[config.mk]
export PLATFORM = sky130hd
export DESIGN_NAME = spi_reg_master
export DESIGN_NICKNAME = d
export VERILOG_FILES = /design/src/rtl/dig_ctrl_spi_pkg.sv /design/src/rtl/spi_reg_master_tick.sv /design/src/rtl/spi_reg_master.sv
export SDC_FILE = /design/constraint.sdc
export NUM_CORES = 1
export LEC_CHECK = 0
export ABC_CLOCK_PERIOD_IN_PS = 3300
export BUFFER_PORTS_ARGS = -buffer_cell sky130_fd_sc_hd__clkbuf_2
export CORE_MARGIN = 3
export CORE_UTILIZATION = 45
export CTS_CLUSTER_SIZE = 25
export DETAILED_ROUTE_END_ITERATION = 12
export SYNTH_ARGS = -nofsm -noshare
export SYNTH_HDL_FRONTEND = slang
export SYNTH_SLANG_ARGS = --single-unit
[constraint.sdc]
create_clock -name clk -period 3.3 [get_ports clk]
set_clock_uncertainty 0.1 [all_clocks]
set_input_delay 0.66 -clock clk [delete_from_list [all_inputs] [get_ports clk]]
set_output_delay 0.66 -clock clk [all_outputs]
set_load 0.03 [all_outputs]
[src/rtl/dig_ctrl_spi_pkg.sv]
// Framing constants and FSM state encoding shared by both ends of the dig_ctrl SPI link.
package dig_ctrl_spi_pkg;

    localparam int unsigned FRAME_W  = 16;
    localparam int unsigned RW_BIT   = 15;
    localparam int unsigned ADDR_MSB = 14;
    localparam int unsigned ADDR_LSB = 8;
    localparam int unsigned DATA_MSB = 7;
    localparam int unsigned DATA_LSB = 0;

    typedef enum logic [2:0] {
        IDLE,
        SETUP,
        SHIFT,
        HOLD,
        GAP
    } spi_state_t;

endpackage

[src/rtl/spi_reg_master_tick.sv]
// Loadable SCLK half-period counter: tick_c is high in the CLK_DIV-th cycle after a load or a previous tick.
module spi_reg_master_tick #(
    parameter int unsigned CLK_DIV = 4
) (
    input  logic clk,
    input  logic rst_n,
    input  logic load,
    output logic tick_c
);

    localparam int unsigned CNT_W = 8;
    localparam logic [CNT_W-1:0] RELOAD = CNT_W'(CLK_DIV - 1);

    logic [CNT_W-1:0] cnt;

    assign tick_c = (cnt == '0);

    // Count down to zero, restarting on an explicit load or after each tick.
    always_ff @(posedge clk or negedge rst_n) begin
        if (!rst_n) begin
            cnt <= RELOAD;
        end else if (load || tick_c) begin
            cnt <= RELOAD;
        end else begin
            cnt <= cnt - CNT_W'(1);
        end
    end

endmodule

[src/rtl/spi_reg_master.sv]
// SPI mode-0 initiator issuing single write/read register frames to the dig_ctrl target.
module spi_reg_master
    import dig_ctrl_spi_pkg::*;
#(
    parameter int unsigned CLK_DIV = 4,
    parameter int unsigned ADDR_W  = 7,
    parameter int unsigned DATA_W  = 8
) (
    input  logic              clk,
    input  logic              rst_n,
    input  logic              start_i,
    input  logic              write_i,
    input  logic [ADDR_W-1:0] addr_i,
    input  logic [DATA_W-1:0] wdata_i,
    output logic              ready_o,
    output logic              done_o,
    output logic [DATA_W-1:0] rdata_o,
    output logic              spi_cs_o,
    output logic              spi_sclk_o,
    output logic              spi_mosi_o,
    input  logic              spi_miso_i
);

    localparam int unsigned FRAME_LEN = 1 + ADDR_W + DATA_W;
    localparam int unsigned BIT_W     = $clog2(FRAME_LEN);

    spi_state_t state;
    spi_state_t state_next;

    logic                 tick_c;
    logic                 load_c;
    logic [FRAME_LEN-1:0] frame_c;

    // tx holds the bits still to be presented after the current MOSI bit.
    logic [FRAME_LEN-2:0] tx;
    logic [FRAME_LEN-2:0] tx_d;
    // Only the last DATA_W sampled bits survive; command-phase MISO shifts out.
    logic [DATA_W-1:0]    rx;
    logic [DATA_W-1:0]    rx_d;
    logic [BIT_W-1:0]     bit_cnt;
    logic [BIT_W-1:0]     bit_d;
    logic                 wr;
    logic                 wr_d;

    logic                 cs_d;
    logic                 sclk_d;
    logic                 mosi_d;
    logic                 ready_d;
    logic                 done_d;
    logic [DATA_W-1:0]    rdata_d;

    // Read frames carry zero in the data field.
    assign frame_c = {write_i, addr_i, (write_i ? wdata_i : DATA_W'(0))};

    spi_reg_master_tick #(
        .CLK_DIV(CLK_DIV)
    ) u_tick (
        .clk    (clk),
        .rst_n  (rst_n),
        .load   (load_c),
        .tick_c (tick_c)
    );

    // FSM state register.
    always_ff @(posedge clk or negedge rst_n) begin
        if (!rst_n) begin
            state <= IDLE;
        end else begin
            state <= state_next;
        end
    end

    // Next-state and next-value logic for all registered outputs and datapath.
    always_comb begin
        state_next = state;
        load_c     = 1'b0;
        cs_d       = spi_cs_o;
        sclk_d     = spi_sclk_o;
        mosi_d     = spi_mosi_o;
        ready_d    = ready_o;
        done_d     = 1'b0;
        rdata_d    = rdata_o;
        tx_d       = tx;
        rx_d       = rx;
        bit_d      = bit_cnt;
        wr_d       = wr;

        unique case (state)
            IDLE: begin
                if (start_i) begin
                    state_next = SETUP;
                    load_c     = 1'b1;
                    ready_d    = 1'b0;
                    cs_d       = 1'b0;
                    sclk_d     = 1'b0;
                    mosi_d     = frame_c[FRAME_LEN-1];
                    tx_d       = frame_c[FRAME_LEN-2:0];
                    bit_d      = '0;
                    wr_d       = write_i;
                end
            end
            SETUP: begin
                if (tick_c) begin
                    state_next = SHIFT;
                end
            end
            SHIFT: begin
                if (tick_c) begin
                    sclk_d = ~spi_sclk_o;
                    if (!spi_sclk_o) begin
                        rx_d = {rx[DATA_W-2:0], spi_miso_i};
                    end else begin
                        mosi_d = tx[FRAME_LEN-2];
                        tx_d   = {tx[FRAME_LEN-3:0], 1'b0};
                        bit_d  = bit_cnt + BIT_W'(1);
                        if (bit_cnt == BIT_W'(FRAME_LEN - 1)) begin
                            state_next = HOLD;
                        end
                    end
                end
            end
            HOLD: begin
                if (tick_c) begin
                    state_next = GAP;
                    cs_d       = 1'b1;
                    done_d     = 1'b1;
                    mosi_d     = 1'b0;
                    if (!wr) begin
                        rdata_d = rx;
                    end
                end
            end
            GAP: begin
                if (tick_c) begin
                    state_next = IDLE;
                    ready_d    = 1'b1;
                end
            end
            default: begin
                state_next = IDLE;
            end
        endcase
    end

    // Registered outputs and datapath; reset aborts any frame in flight.
    always_ff @(posedge clk or negedge rst_n) begin
        if (!rst_n) begin
            spi_cs_o   <= 1'b1;
            spi_sclk_o <= 1'b0;
            spi_mosi_o <= 1'b0;
            ready_o    <= 1'b1;
            done_o     <= 1'b0;
            rdata_o    <= '0;
            tx         <= '0;
            rx         <= '0;
            bit_cnt    <= '0;
            wr         <= 1'b0;
        end else begin
            spi_cs_o   <= cs_d;
            spi_sclk_o <= sclk_d;
            spi_mosi_o <= mosi_d;
            ready_o    <= ready_d;
            done_o     <= done_d;
            rdata_o    <= rdata_d;
            tx         <= tx_d;
            rx         <= rx_d;
            bit_cnt    <= bit_d;
            wr         <= wr_d;
        end
    end

endmodule

Word level (Yosys, flattened, before mapping)
Index checks and enable logic that the tools add are counted.
Widths: inputs -> output; s select.

operators by class
  $add $sub $neg = 2
  eq/ne operators = 12
  multiplexer cells = 33
  bitwise logic cells = 2
  reductions and logical operators = 16

operators by type and width
  operator             count
  $mux 15              3
  $pmux 15 s2          1
  $mux 3               7
  $mux 8               2
  $pmux 3 s5           1
  $reduce_and 3->1     5
  $mux 4               3
  $mux 1               11
  $logic_not 8->1      1
  $ne 2x1->1 const B   4
  $pmux 4 s2           1
  $sub 8x1->8 const B  1
  $reduce_and 7->1     1
  $eq 3x2->1 const B   2
  $ne 2x2->1 const B   3
  $pmux 1 s2           3
  $reduce_bool 2->1    3
  $reduce_and 5->1     1
  $add 4x1->4 const B  1
  $eq 4x4->1 const B   1
  $reduce_and 4->1     1
  $eq 3x1->1 const B   1
  $eq 3x3->1 const B   1
  $logic_not 3->1      1
  other kinds (5)      6

storage, ports and cells
  register bits after elaboration = 52
  input bits = 20
  output and inout port bits = 13

Longest topological paths before layout
Gate-level depths: netlist (run 1).

  depth in word-level cells = 5
  mapped depth = 7
  gate-level depth less buffers = 6

Modules after synthesis
A second synthesis (run 1) with hierarchy kept.

unflattened totals
  cell total of the unflattened synthesis = 207
  area total of the unflattened synthesis = 2526.2 um2

modules (own cells, without submodules)
  module               times used  cells an instance  area each (um2)  seq. area each (um2)
  spi_reg_master       1           166                2104.5           1103.6
  spi_reg_master_tick  1           41                 421.7            202.7

Worst setup path before layout (run 1)
Ideal clock, no wire load.

  kind = in2reg
  start point = input start_i
  end point = register tx[12]
  data arrival time = 1.909 ns
  required time = 3.075 ns
  setup slack = 1.167 ns
  cell stages on the path = 5
  cell sequence = nor4b_1 > a31oi_2 > nor2_4 > buf_6 > mux2_2

on the way
  cells in the longest elaborated chain, start to end = 2

RTL lines
  item                               RTL line               text
  start, declared                    spi_reg_master.sv:11   input logic start_i,
  $ne 2x2->1 (no source line)        -
  $reduce_and 4->1 (no source line)  -
  end signal, assigned               spi_reg_master.sv:165  tx <= tx_d;
  end, declared                      spi_reg_master.sv:35   logic [FRAME_LEN-2:0] tx;

Every way passes these cells.
A chain may end at the register's enable or synchronous reset.

Worst setup path in the final report (run 1)
  start point = register state[1]
  end point = register tx[1]

on the way
  cells in the longest elaborated chain, start to end = 3

RTL lines
  item                                                       RTL line              text
  start, declared                                            spi_reg_master.sv:27  spi_state_t state;
  start signal, assigned                                     spi_reg_master.sv:69  state <= state_next;
  $eq 3x2->1 or $logic_not 3->1 (tied branches)              spi_reg_master.sv:88  unique case (state)
  $ne 2x1->1 (no source line), or another cell as far along  -
  $reduce_and 4->1 (no source line)                          -

Several ways; a longest one is shown, not always the timed one.

==> results of run 1 <==
==> state kept, by name, summed over array words and instances (netlist names) <==
signal,count
bit_cnt,4
spi_cs_o,1
spi_mosi_o,1
rx,8
ready_o,1
u_tick.cnt,8
done_o,1
tx,15
state,3
spi_sclk_o,1
wr,1
rdata_o,8
==> cell usage after synthesis (all sizes together), types with 3 or more instances <==
cell type  number  share of area
ha              3          0.015
dfstp           4          0.043
xor2            3          0.011
o21ai           8          0.016
inv             3         0.0046
nand3           9          0.018
xnor2           3          0.011
dfrtp          48           0.49
o31ai           6          0.018
nor2           13          0.026
buf             8          0.023
nand2          55          0.088
mux2           31           0.15
==> per-layer routing <==
metal  track usage  vias up  part of all wire
li1              -      813                 -
met1         0.210      794              0.48
met2         0.228       26              0.46
met3        0.0339        6             0.038
met4        0.0608        0             0.016
met5             0        -                 0
==> placed cells by master, fill, tap and decap left out, drive strengths merged, types with 2 or more instances in the layout <==
cell and instances:
a31oi 2, clkbuf 37, nand2 55, nor3b 2, dfrtp 48, o31ai 6, dfstp 4, xor2 3
o41ai 2, nor2 13, nand3b 2, o21ai 8, xnor2 3, nand4 2, nand2b 2, ha 3
and2 2, bufinv 3, nor4 2, inv 3, nand3 9, buf 3, mux2 31
==> layout make-up <==
type / instances / area [um2] / area share
well taps: 70 / 87.6 / 0.0310
repair buffers: 35 / 183 / 0.0646
clock buffers: 5 / 68.8 / 0.0243
flip-flops and latches: 52 / 1310 / 0.462
multi-input cells: 155 / 1080 / 0.383
inverters: 3 / 11.3 / 0.00398
clock inverters: 3 / 90.1 / 0.0318
==> kinds of logic (layout without fill, tap and decap cells) <==
kind of cell / count (synthesis) / after routing
DFF: 52 / 52
xor gates and xnor gates: 6 / 6
muxes: 31 / 31
and+or+nand+nor: 95 / 95
buffers and inverters: 12 / 46
adders and majority gates: 3 / 3
AOI/OAI and AO/OA: 20 / 20
==> worst paths after layout <==
path / startpoint / endpoint / slack [ps] / cells past startpoint
worst max register to register: state[1]$_DFFE_PN0P_ / tx[1]$_DFFE_PN0P_ / 1020 / 4
max in group asynchronous: rst_n / ready_o$_DFFE_PN1P_ / 2080 / 2
worst min register to register: u_tick.cnt[0]$_DFF_PN1_ / u_tick.cnt[0]$_DFF_PN1_ / 360 / 1
worst max-delay path: state[1]$_DFFE_PN0P_ / tx[1]$_DFFE_PN0P_ / 1020 / 4
min in group clk: u_tick.cnt[0]$_DFF_PN1_ / u_tick.cnt[0]$_DFF_PN1_ / 360 / 1
worst min-delay path: rst_n / rdata_o[4]$_DFFE_PN0P_ / 290 / 1
==> metrics by stage <==
stage / instances / total power, W / hold WS [ps] / area (um2)
after floorplan: 219 / 0.00165 / 264 / 2460
after global placement: 315 / 0.00180 / 343 / 2670
after detailed placement: 315 / 0.00182 / 344 / 2670
after CTS: 323 / 0.00241 / 317 / 2830
after global routing: 323 / 0.00255 / 343 / 2830
final: 323 / 0.00238 / 290 / 2830
==> where the power goes <==
| part | total, W | switching, W | leakage [nW] | internal (W) |
|---|---|---|---|---|
| combinational | 0.000741 | 0.000406 | 0.676 | 0.000335 |
| clock | 0.000589 | 0.000211 | 0.0784 | 0.000379 |
| sequential | 0.00105 | 0.000186 | 0.667 | 0.000863 |
| total | 0.00238 | 0.000803 | 1.42 | 0.00158 |
==> summary.txt, run 1 <==
Finish
  • Ant. Diodes: 0
  • Util after Layout: 0.544
  • Nets: 275
  • Share of cells above drive strength 1: 0.348
  • Layout area overhead: 14.9%
  • Fillers: 477

Critical path
  • Critical Path, Cell by Cell: nor4b_1 > a31oi_2 > nor2_4 > mux2_2
  • Worst EP arrival: 2380 ps
  • CP bufs+invs: 0
  • Critical Path Max Stage Delay: 570 ps
  • CP Max Fanout: 14
  • CP delay by family, top: simple AND/OR/NAND/NOR gates
  • Critical Path RT: 3390 ps
  • Setup crit start kind: flip-flop
  • Crit path capture type: flip-flop
  • Slowest cell on the critical path: nor4b_1
  • Crit path kind: reg -> reg

Timing
  • Max Clock Freq: 438 MHz
  • Minimum clock period: 2280 ps
  • Max Slew Vio Count: 0
  • Worst slew pin tran: 722 ps
  • Final setup viols: 0
  • Final worst path period share: 0.692
  • Final setup margin: 1020 ps
  • Final hold vios: 0
  • Max-slew headroom: 0.519
  • RSZ-0062 raised after global routing: no
  • Setup TNS: 0 ps

Place
  • DP Worst Slack: 850 ps
  • PortBufs: 32
  • Detailed-placement wirelength estimate: 3050 um
  • Final GP Congestion: 0.730

CTS
  • Root buffer cell: clkbuf_8
  • CTS tree: yes
  • Worst skew pair latency: 300 ps
  • Post-CTS sizing: 0
  • H-Tree Depth: 2
  • CTS Sinks: 52
  • Clock transition at path regs: 100 ps
  • # Post-CTS Setup Buffers: 0
  • CTS max path bufs: 2
  • Post-CTS Hold Buffers: 0
  • CTS Buf Count: 5

Yosys
  • Post-Synth Adder-Cell Area: 0.0153
  • Post-synthesis simple-gate area fraction: 0.194
  • Syn Inst Count: 219
  • XOR/XNOR Fraction of Synth Area: 0.0214
  • Multiplexer share of the synthesized area: 0.154
  • Sequential area share after synthesis: 0.531
  • Synth Area in Compound Gates: 0.0549
  • Post-synth EDFFs: 0
  • Mapped cell area: 0.00246 mm2
  • Mapped Nets: 242
  • Netlist cell types: 39
  • Asr flop ratio synth: 1.00
  • Commonest register cell after synthesis: dfrtp_1
  • Largest family of logic cells by synthesized area: simple AND/OR/NAND/NOR gates
  • Syn_area_per_cell: 11.2 um2
  • Synth Warn #: 0
  • Flop and latch count out of synthesis: 52

GRT
  • GRT Util Overall: 0.151
  • First-pass GRT wire length: 7570 um
  • Total grt overflow: 0
  • Initial antenna violation count: 0
  • Number of global-route vias before repair: 1593
  • Maximum number of pins on one net before global-route repair: 30

Floorplan
  • Die X: 80.0 um
  • Row cnt: 26
  • Die H: 80.0 um
  • Starting Density: 0.473
  • Die ar.: 0.00639 mm2
  • # IOs: 33
  • Core area: 0.00520 mm2

Drt
  • Wire length per cell: 13.4 um
  • DRT Wirelength: 4330 um
  • DR vias/cell: 5.07
  • Initial DRT Pass Iterations: 4
  • Antenna Nets Post-Route: 0
  • DRC violation count after routing: 0
  • DR iter-0 viols: 67
  • Via count: 1639

Status
  • Status: finished clean

Worst hold path
  • Min-delay worst type: in -> async

Pwr
  • Leak pwr: 1.42 nW
  • Cell Pwr Density: 841 mW/mm2
  • Worst VDD drop: 0.328 mV

Run
  • Max Cap Viol: 0
(Power assumes the default switching activity.)
==> inputs of run 2 (changes only) <==
- ABC_CLOCK_PERIOD_IN_PS: 3300 -> 2270
- clock period: 3.3 -> 2.27 ns (I/O delays scaled with it)
==> run 2 against run 1 <==
Compared with the run above:
- utilization decreased by 0.22 points
- critical path depth increased by 2
- wire length increased by 1.2%
- global-route usage increased by 0.54 points
- die area unchanged
- sequential power increased by 42%
- sequential share of layout area increased by 0.18 points
- power increased by 35%
- maximum frequency increased by 7.5%
- via count decreased by 0.67%
- combinational power increased by 61%
- cell area decreased by 0.40%
- critical endpoint is now tx[7]$_DFFE_PN0P_
- largest power group unchanged
==> summary.txt, run 2 (synthesis results as in run 1) <==
Status
  • Status: finished clean (unchanged)

Critical path
  • Critical Path RT: 2370 ps (was 3390 ps)
  • RR Endpoint: tx[7]$_DFFE_PN0P_ (was tx[1]$_DFFE_PN0P_)
  • Crit path capture type: flip-flop (unchanged)
  • CP Max Fanout: 14 (unchanged)
  • Crit path kind: reg -> reg (unchanged)
  • Reg2Reg Setup Slack: 150 ps (was 1020 ps)
  • R2R Path Start: u_tick.cnt[0]$_DFF_PN1_ (was state[1]$_DFFE_PN0P_)
  • Worst EP arrival: 2220 ps (was 2380 ps)
  • Setup crit start kind: flip-flop (unchanged)
  • Worst reg-to-reg path cell count: 6 (was 4)

Pwr
  • Worst VDD drop: 0.480 mV (was 0.328 mV)
  • Flop pwr share: 0.463 (was 0.441)
  • Sw Share: 0.372 (was 0.337)
  • Cell Pwr Density: 1140 mW/mm2 (was 841 mW/mm2)
  • Logic pwr share: 0.370 (was 0.312)
  • Internal Power: 0.00202 W (was 0.00158 W)
  • Clock share of power: 0.167 (was 0.248)
  • Leak pwr: 1.42 nW (about the same)
  • NetSw: 0.00120 W (was 0.000803 W)

CTS
  • CTS Buf Count: 5 (unchanged)
  • CTS max path bufs: 2 (unchanged)
  • CTS Sinks: 52 (unchanged)
  • Post-CTS Hold Buffers: 0 (unchanged)
  • H-Tree Depth: 2 (unchanged)
  • Clock transition at path regs: 100 ps (about the same)
  • CTS tree: yes (unchanged)
  • Root buffer cell: clkbuf_8 (unchanged)
  • Worst skew pair latency: 310 ps (was 300 ps)

GRT
  • Total grt overflow: 0 (unchanged)
  • Met3 Usage GRT: 0.0339 (unchanged)
  • First-pass GRT wire length: 7800 um (was 7570 um)
  • Initial antenna violation count: 0 (unchanged)
  • GRT met1 Usage: 0.214 (was 0.210)
  • GRT Util Overall: 0.157 (was 0.151)
  • Routing usage on met2: 0.248 (was 0.228)
  • Number of global-route vias before repair: 1674 (was 1593)
  • Maximum number of pins on one net before global-route repair: 53 (was 30)
  • GRT busiest layer: met2 (unchanged)

Run
  • Max Cap Viol: 0 (unchanged)

Floorplan
  • Die ar.: 0.00639 mm2 (unchanged)
  • # IOs: 33 (unchanged)
  • Row cnt: 26 (unchanged)
  • Starting Density: 0.473 (unchanged)
  • Die X: 80.0 um (unchanged)
  • Core area: 0.00520 mm2 (unchanged)
  • Die H: 80.0 um (unchanged)

Timing
  • RSZ-0062 raised after global routing: no (unchanged)
  • Max Clock Freq: 471 MHz (was 438 MHz)
  • Final hold vios: 0 (unchanged)
  • Max-slew headroom: 0.572 (was 0.519)
  • Minimum clock period: 2120 ps (was 2280 ps)
  • Setup TNS: 0 ps (unchanged)
  • Worst slew pin tran: 641 ps (was 722 ps)
  • Final worst path period share: 0.935 (was 0.692)
  • Max Slew Vio Count: 0 (unchanged)
  • Final setup viols: 0 (unchanged)

Place
  • Final GP Congestion: 0.734 (was 0.730)
  • Detailed-placement wirelength estimate: 3000 um (was 3050 um)
  • PortBufs: 32 (unchanged)
  • Placed cell count: 322 (was 315)

Finish
  • Largest register FFs: 15 (unchanged)
  • Nets: 282 (was 275)
  • Most frequent cells in the layout: nand2_1, dfrtp_1, clkbuf_2, mux2_2, nor2_1 (unchanged)
  • Share of cells above drive strength 1: 0.369 (was 0.348)
  • Biggest register: tx (unchanged)
  • Layout area overhead: 14.5% (was 14.9%)
  • Commonest non-fill, non-tap cell in the layout: nand2_1 (unchanged)
  • Non-filler cells, final: 330 (was 323)
  • Ant. Diodes: 0 (unchanged)

Drt
  • Via count: 1628 (was 1639)
  • DR iter-0 viols: 76 (was 67)
  • Wire length per cell: 13.3 um (was 13.4 um)
  • Antenna Nets Post-Route: 0 (unchanged)
  • Initial DRT Pass Iterations: 4 (unchanged)
  • DR vias/cell: 4.93 (was 5.07)
  • DRT Wirelength: 4380 um (was 4330 um)
  • DRC violation count after routing: 0 (unchanged)

Worst hold path
  • Min-delay worst type: in -> async (unchanged)
[run 2: cell count changes in the layout (fill, tap and decap cells not counted)]
cell	delta
buf_4	+7
bufinv_16	-3
clkinv_2	+1
clkinvlp_4	+1
inv_6	+1
or3_1	-1
or3_4	+1
[run 2: layout make-up]
cell class              instances  area [um2]
flip-flops and latches         52        1310
clock inverters                 3        21.3
multi-input cells             155        1090
fillers                       492        2390
inverters                       3        11.3
clock buffers                   5        68.8
well taps                      70        87.6
repair buffers                 42         235
[run 2: how the worst max path moves through the flow]
stage,start,to,slack [ps]
final,u_tick.cnt[0]$_DFF_PN1_,tx[7]$_DFFE_PN0P_,150
after global placement,u_tick.cnt[0]$_DFF_PN1_,rdata_o[0]$_DFFE_PN0P_,110
after global routing,u_tick.cnt[0]$_DFF_PN1_,tx[10]$_DFFE_PN0P_,2
after floorplan,state[1]$_DFFE_PN0P_,tx[12]$_DFFE_PN0P_,240
after CTS,u_tick.cnt[0]$_DFF_PN1_,rdata_o[1]$_DFFE_PN0P_,70
after detailed placement,u_tick.cnt[0]$_DFF_PN1_,rdata_o[1]$_DFFE_PN0P_,80
[run 2: metal layers]
metal  wire length, um  share of wire  vias to the layer above
li1                  -              -                      830
met1              2160           0.49                      766
met2              2040           0.47                       25
met3               111          0.025                        7
met4                70          0.016                        0
met5                 0              0                        -
[run 2: power groups by stage]
stage                     sequential, W  clock, W  combinational, W
after floorplan                 0.00153         0          0.000867
after global placement          0.00150         0           0.00119
after detailed placement        0.00151         0           0.00120
after CTS                       0.00149  0.000561           0.00121
after global routing            0.00154  0.000596           0.00135
final                           0.00149  0.000538           0.00119
[run 2: worst max-delay path: stages, from the launching register on]
cell and delay [ps]:
dfstp_2 390, inv_1 70, ha_1 140, nor3b_2 340, a31oi_2 200, nor2_4 380, mux2_2 390
[run 2: repair_timing]
action	4_1_cts	5_1_grt
setup buffers	0	0
endpoints found under the setup margin	0	8
gates resized for setup	0	1
[run 2: per-stage QoR]
stage	setup slack [ps]	power, W	util	hold WS (ps)	cell area [um2]
after global placement	108	0.00269	0.523	342	2720
after global routing	1.70	0.00349	0.541	186	2820
after detailed placement	82.5	0.00271	0.523	347	2720
after floorplan	242	0.00239	-	58.4	2460
after CTS	65.7	0.00326	0.540	174	2810
final	147	0.00322	0.541	138	2820
==> inputs of run 3 (changes only) <==
- ABC_CLOCK_PERIOD_IN_PS: 2270 -> 2350
- clock period: 2.27 -> 2.35 ns (I/O delays scaled with it)
==> run 3 against run 2 <==
Compared with the run above:
- sequential power about the same
- wire length increased by 0.48%
- non-clock buffer count decreased by 3
- clock power decreased by 3%
- first-iteration DRC count increased by 2.6%
- final cell count decreased by 0.91%
- combinational power decreased by 8%
- via count increased by 2.5%
- power decreased by 4.1%
- worst setup slack improved by 40 ps
- global-route usage increased by 0.41 points
- register-to-register slack improved by 40 ps
- critical path type unchanged
==> summary.txt, run 3 (synthesis results as in run 1) <==
GRT
  • Initial antenna violation count: 0 (unchanged)
  • Total grt overflow: 0 (unchanged)
  • Number of global-route vias before repair: 1718 (was 1674)
  • GRT Util Overall: 0.161 (was 0.157)
  • First-pass GRT wire length: 8020 um (was 7800 um)
  • Maximum number of pins on one net before global-route repair: 32 (was 53)

Finish
  • Design area: 0.00281 mm2 (was 0.00282 mm2)
  • Largest register FFs: 15 (unchanged)
  • Non-filler cells, final: 327 (was 330)
  • Commonest non-fill, non-tap cell in the layout: nand2_1 (unchanged)
  • Layout area overhead: 14.0% (was 14.5%)
  • Share of cells above drive strength 1: 0.358 (was 0.369)
  • Biggest register: tx (unchanged)
  • Most frequent cells in the layout: nand2_1, dfrtp_1, clkbuf_2, mux2_2, nor2_1 (unchanged)
  • Fillers: 493 (was 492)
  • Nets: 279 (was 282)
  • Ant. Diodes: 0 (unchanged)

CTS
  • CTS max path bufs: 2 (unchanged)
  • H-Tree Depth: 2 (unchanged)
  • CTS tree: yes (unchanged)
  • CTS Sinks: 52 (unchanged)
  • Post-CTS Hold Buffers: 0 (unchanged)
  • Worst skew pair latency: 310 ps (about the same)
  • # Post-CTS Setup Buffers: 0 (unchanged)
  • CTS Buf Count: 5 (unchanged)
  • Clock transition at path regs: 110 ps (was 100 ps)
  • Root buffer cell: clkbuf_8 (unchanged)
  • Post-CTS sizing: 0 (unchanged)

Timing
  • RSZ-0062 raised after global routing: no (unchanged)
  • Worst slew pin tran: 552 ps (was 641 ps)
  • Setup TNS: 0 ps (unchanged)
  • Max-slew headroom: 0.632 (was 0.572)
  • Minimum clock period: 2160 ps (was 2120 ps)
  • Max Clock Freq: 462 MHz (was 471 MHz)
  • Hold_ws: 18.0 ps (was 138 ps)
  • Max Slew Vio Count: 0 (unchanged)
  • Final setup viols: 0 (unchanged)
  • Final worst path period share: 0.921 (was 0.935)
  • Final hold vios: 0 (unchanged)

Floorplan
  • # IOs: 33 (unchanged)
  • Die X: 80.0 um (unchanged)
  • Die H: 80.0 um (unchanged)
  • Row cnt: 26 (unchanged)
  • Core area: 0.00520 mm2 (unchanged)
  • Starting Density: 0.473 (unchanged)
  • Die ar.: 0.00639 mm2 (unchanged)

Place
  • Dpl cell area: 0.00271 mm2 (was 0.00272 mm2)
  • Detailed-placement wirelength estimate: 3110 um (was 3000 um)
  • Placed cell count: 319 (was 322)
  • Final GP Congestion: 0.741 (was 0.734)
  • PortBufs: 32 (unchanged)

Critical path
  • Worst EP arrival: 2270 ps (was 2220 ps)
  • Crit path capture type: flip-flop (unchanged)
  • Reg2Reg Setup Slack: 190 ps (was 150 ps)
  • Critical Path RT: 2460 ps (was 2370 ps)
  • R2R Path Start: u_tick.cnt[0]$_DFF_PN1_ (unchanged)
  • Crit path to: rdata_o[2]$_DFFE_PN0P_ (was tx[7]$_DFFE_PN0P_)
  • Worst reg-to-reg path cell count: 6 (unchanged)
  • Crit path kind: reg -> reg (unchanged)
  • CP Max Fanout: 8 (was 14)
  • CP Launch Point: u_tick.cnt[0]$_DFF_PN1_ (unchanged)
  • Setup crit start kind: flip-flop (unchanged)
  • RR Endpoint: rdata_o[2]$_DFFE_PN0P_ (was tx[7]$_DFFE_PN0P_)

Drt
  • Wire length per cell: 13.5 um (was 13.3 um)
  • DR vias/cell: 5.10 (was 4.93)
  • DRT Wirelength: 4400 um (was 4380 um)
  • DRC violation count after routing: 0 (unchanged)
  • Antenna Nets Post-Route: 0 (unchanged)
  • Initial DRT Pass Iterations: 4 (unchanged)
  • Via count: 1669 (was 1628)
  • DR iter-0 viols: 78 (was 76)

Status
  • Status: finished clean (unchanged)

Worst hold path
  • Min-delay worst type: in -> async (unchanged)

Pwr
  • Final Power: 0.00309 W (was 0.00322 W)
  • Worst VDD drop: 0.509 mV (was 0.480 mV)
  • Cell Pwr Density: 1100 mW/mm2 (was 1140 mW/mm2)
  • Leak pwr: 1.41 nW (was 1.42 nW)

Run
  • Max Cap Viol: 0 (unchanged)
run 3: per-stage QoR:
step | utilization | setup WS (ps)
finish | 0.539 | 187
global route | 0.539 | 82.5
CTS | 0.539 | 160
detailed placement | 0.521 | 177
global placement | 0.521 | 199
floorplan | - | 322
run 3: where the power goes:
| part | switching, W | internal (W) | total, W |
|---|---|---|---|
| Clock | 0.000310 | 0.000211 | 0.000522 |
| Combinational | 0.000581 | 0.000508 | 0.00109 |
| Sequential | 0.000265 | 0.00121 | 0.00148 |
run 3: worst min path at each step:
stage	startpoint	end	slack (ps)	cells after the start
6_report	rst_n	rdata_o[4]$_DFFE_PN0P_	20	1
5_1_grt	rst_n	rdata_o[5]$_DFFE_PN0P_	60	1
4_1_cts	rst_n	rdata_o[4]$_DFFE_PN0P_	40	1
3_5_place_dp	u_tick.cnt[0]$_DFF_PN1_	u_tick.cnt[0]$_DFF_PN1_	340	1
3_3_place_gp	u_tick.cnt[0]$_DFF_PN1_	u_tick.cnt[0]$_DFF_PN1_	350	1
2_1_floorplan	rst_n	bit_cnt[0]$_DFFE_PN0P_	70	0
run 3: layout make-up:
| type | instances | area (um2) | share of cell area |
|---|---|---|---|
| flip-flops and latches | 52 | 1310 | 0.466 |
| multi-input cells | 155 | 1080 | 0.386 |
| repair buffers | 39 | 225 | 0.0803 |
| well taps | 70 | 87.6 | 0.0312 |
| clock buffers | 5 | 68.8 | 0.0245 |
| clock inverters | 3 | 23.8 | 0.00847 |
| inverters | 3 | 11.3 | 0.00401 |
run 3: routing by layer:
metal  track usage  vias up  share of wire
met5             0        -              0
met4        0.0608        0          0.016
met3        0.0372        7          0.038
met2         0.257       30           0.47
met1         0.212      807           0.48
li1              -      825              -
run 3: worst max-delay path, stage by stage, from the launching register on:
cell and delay, ps:
dfstp_2 390, inv_1 70, ha_1 130, nor3b_2 350
nand2_4 70, or3_1 580, mux2_4 380
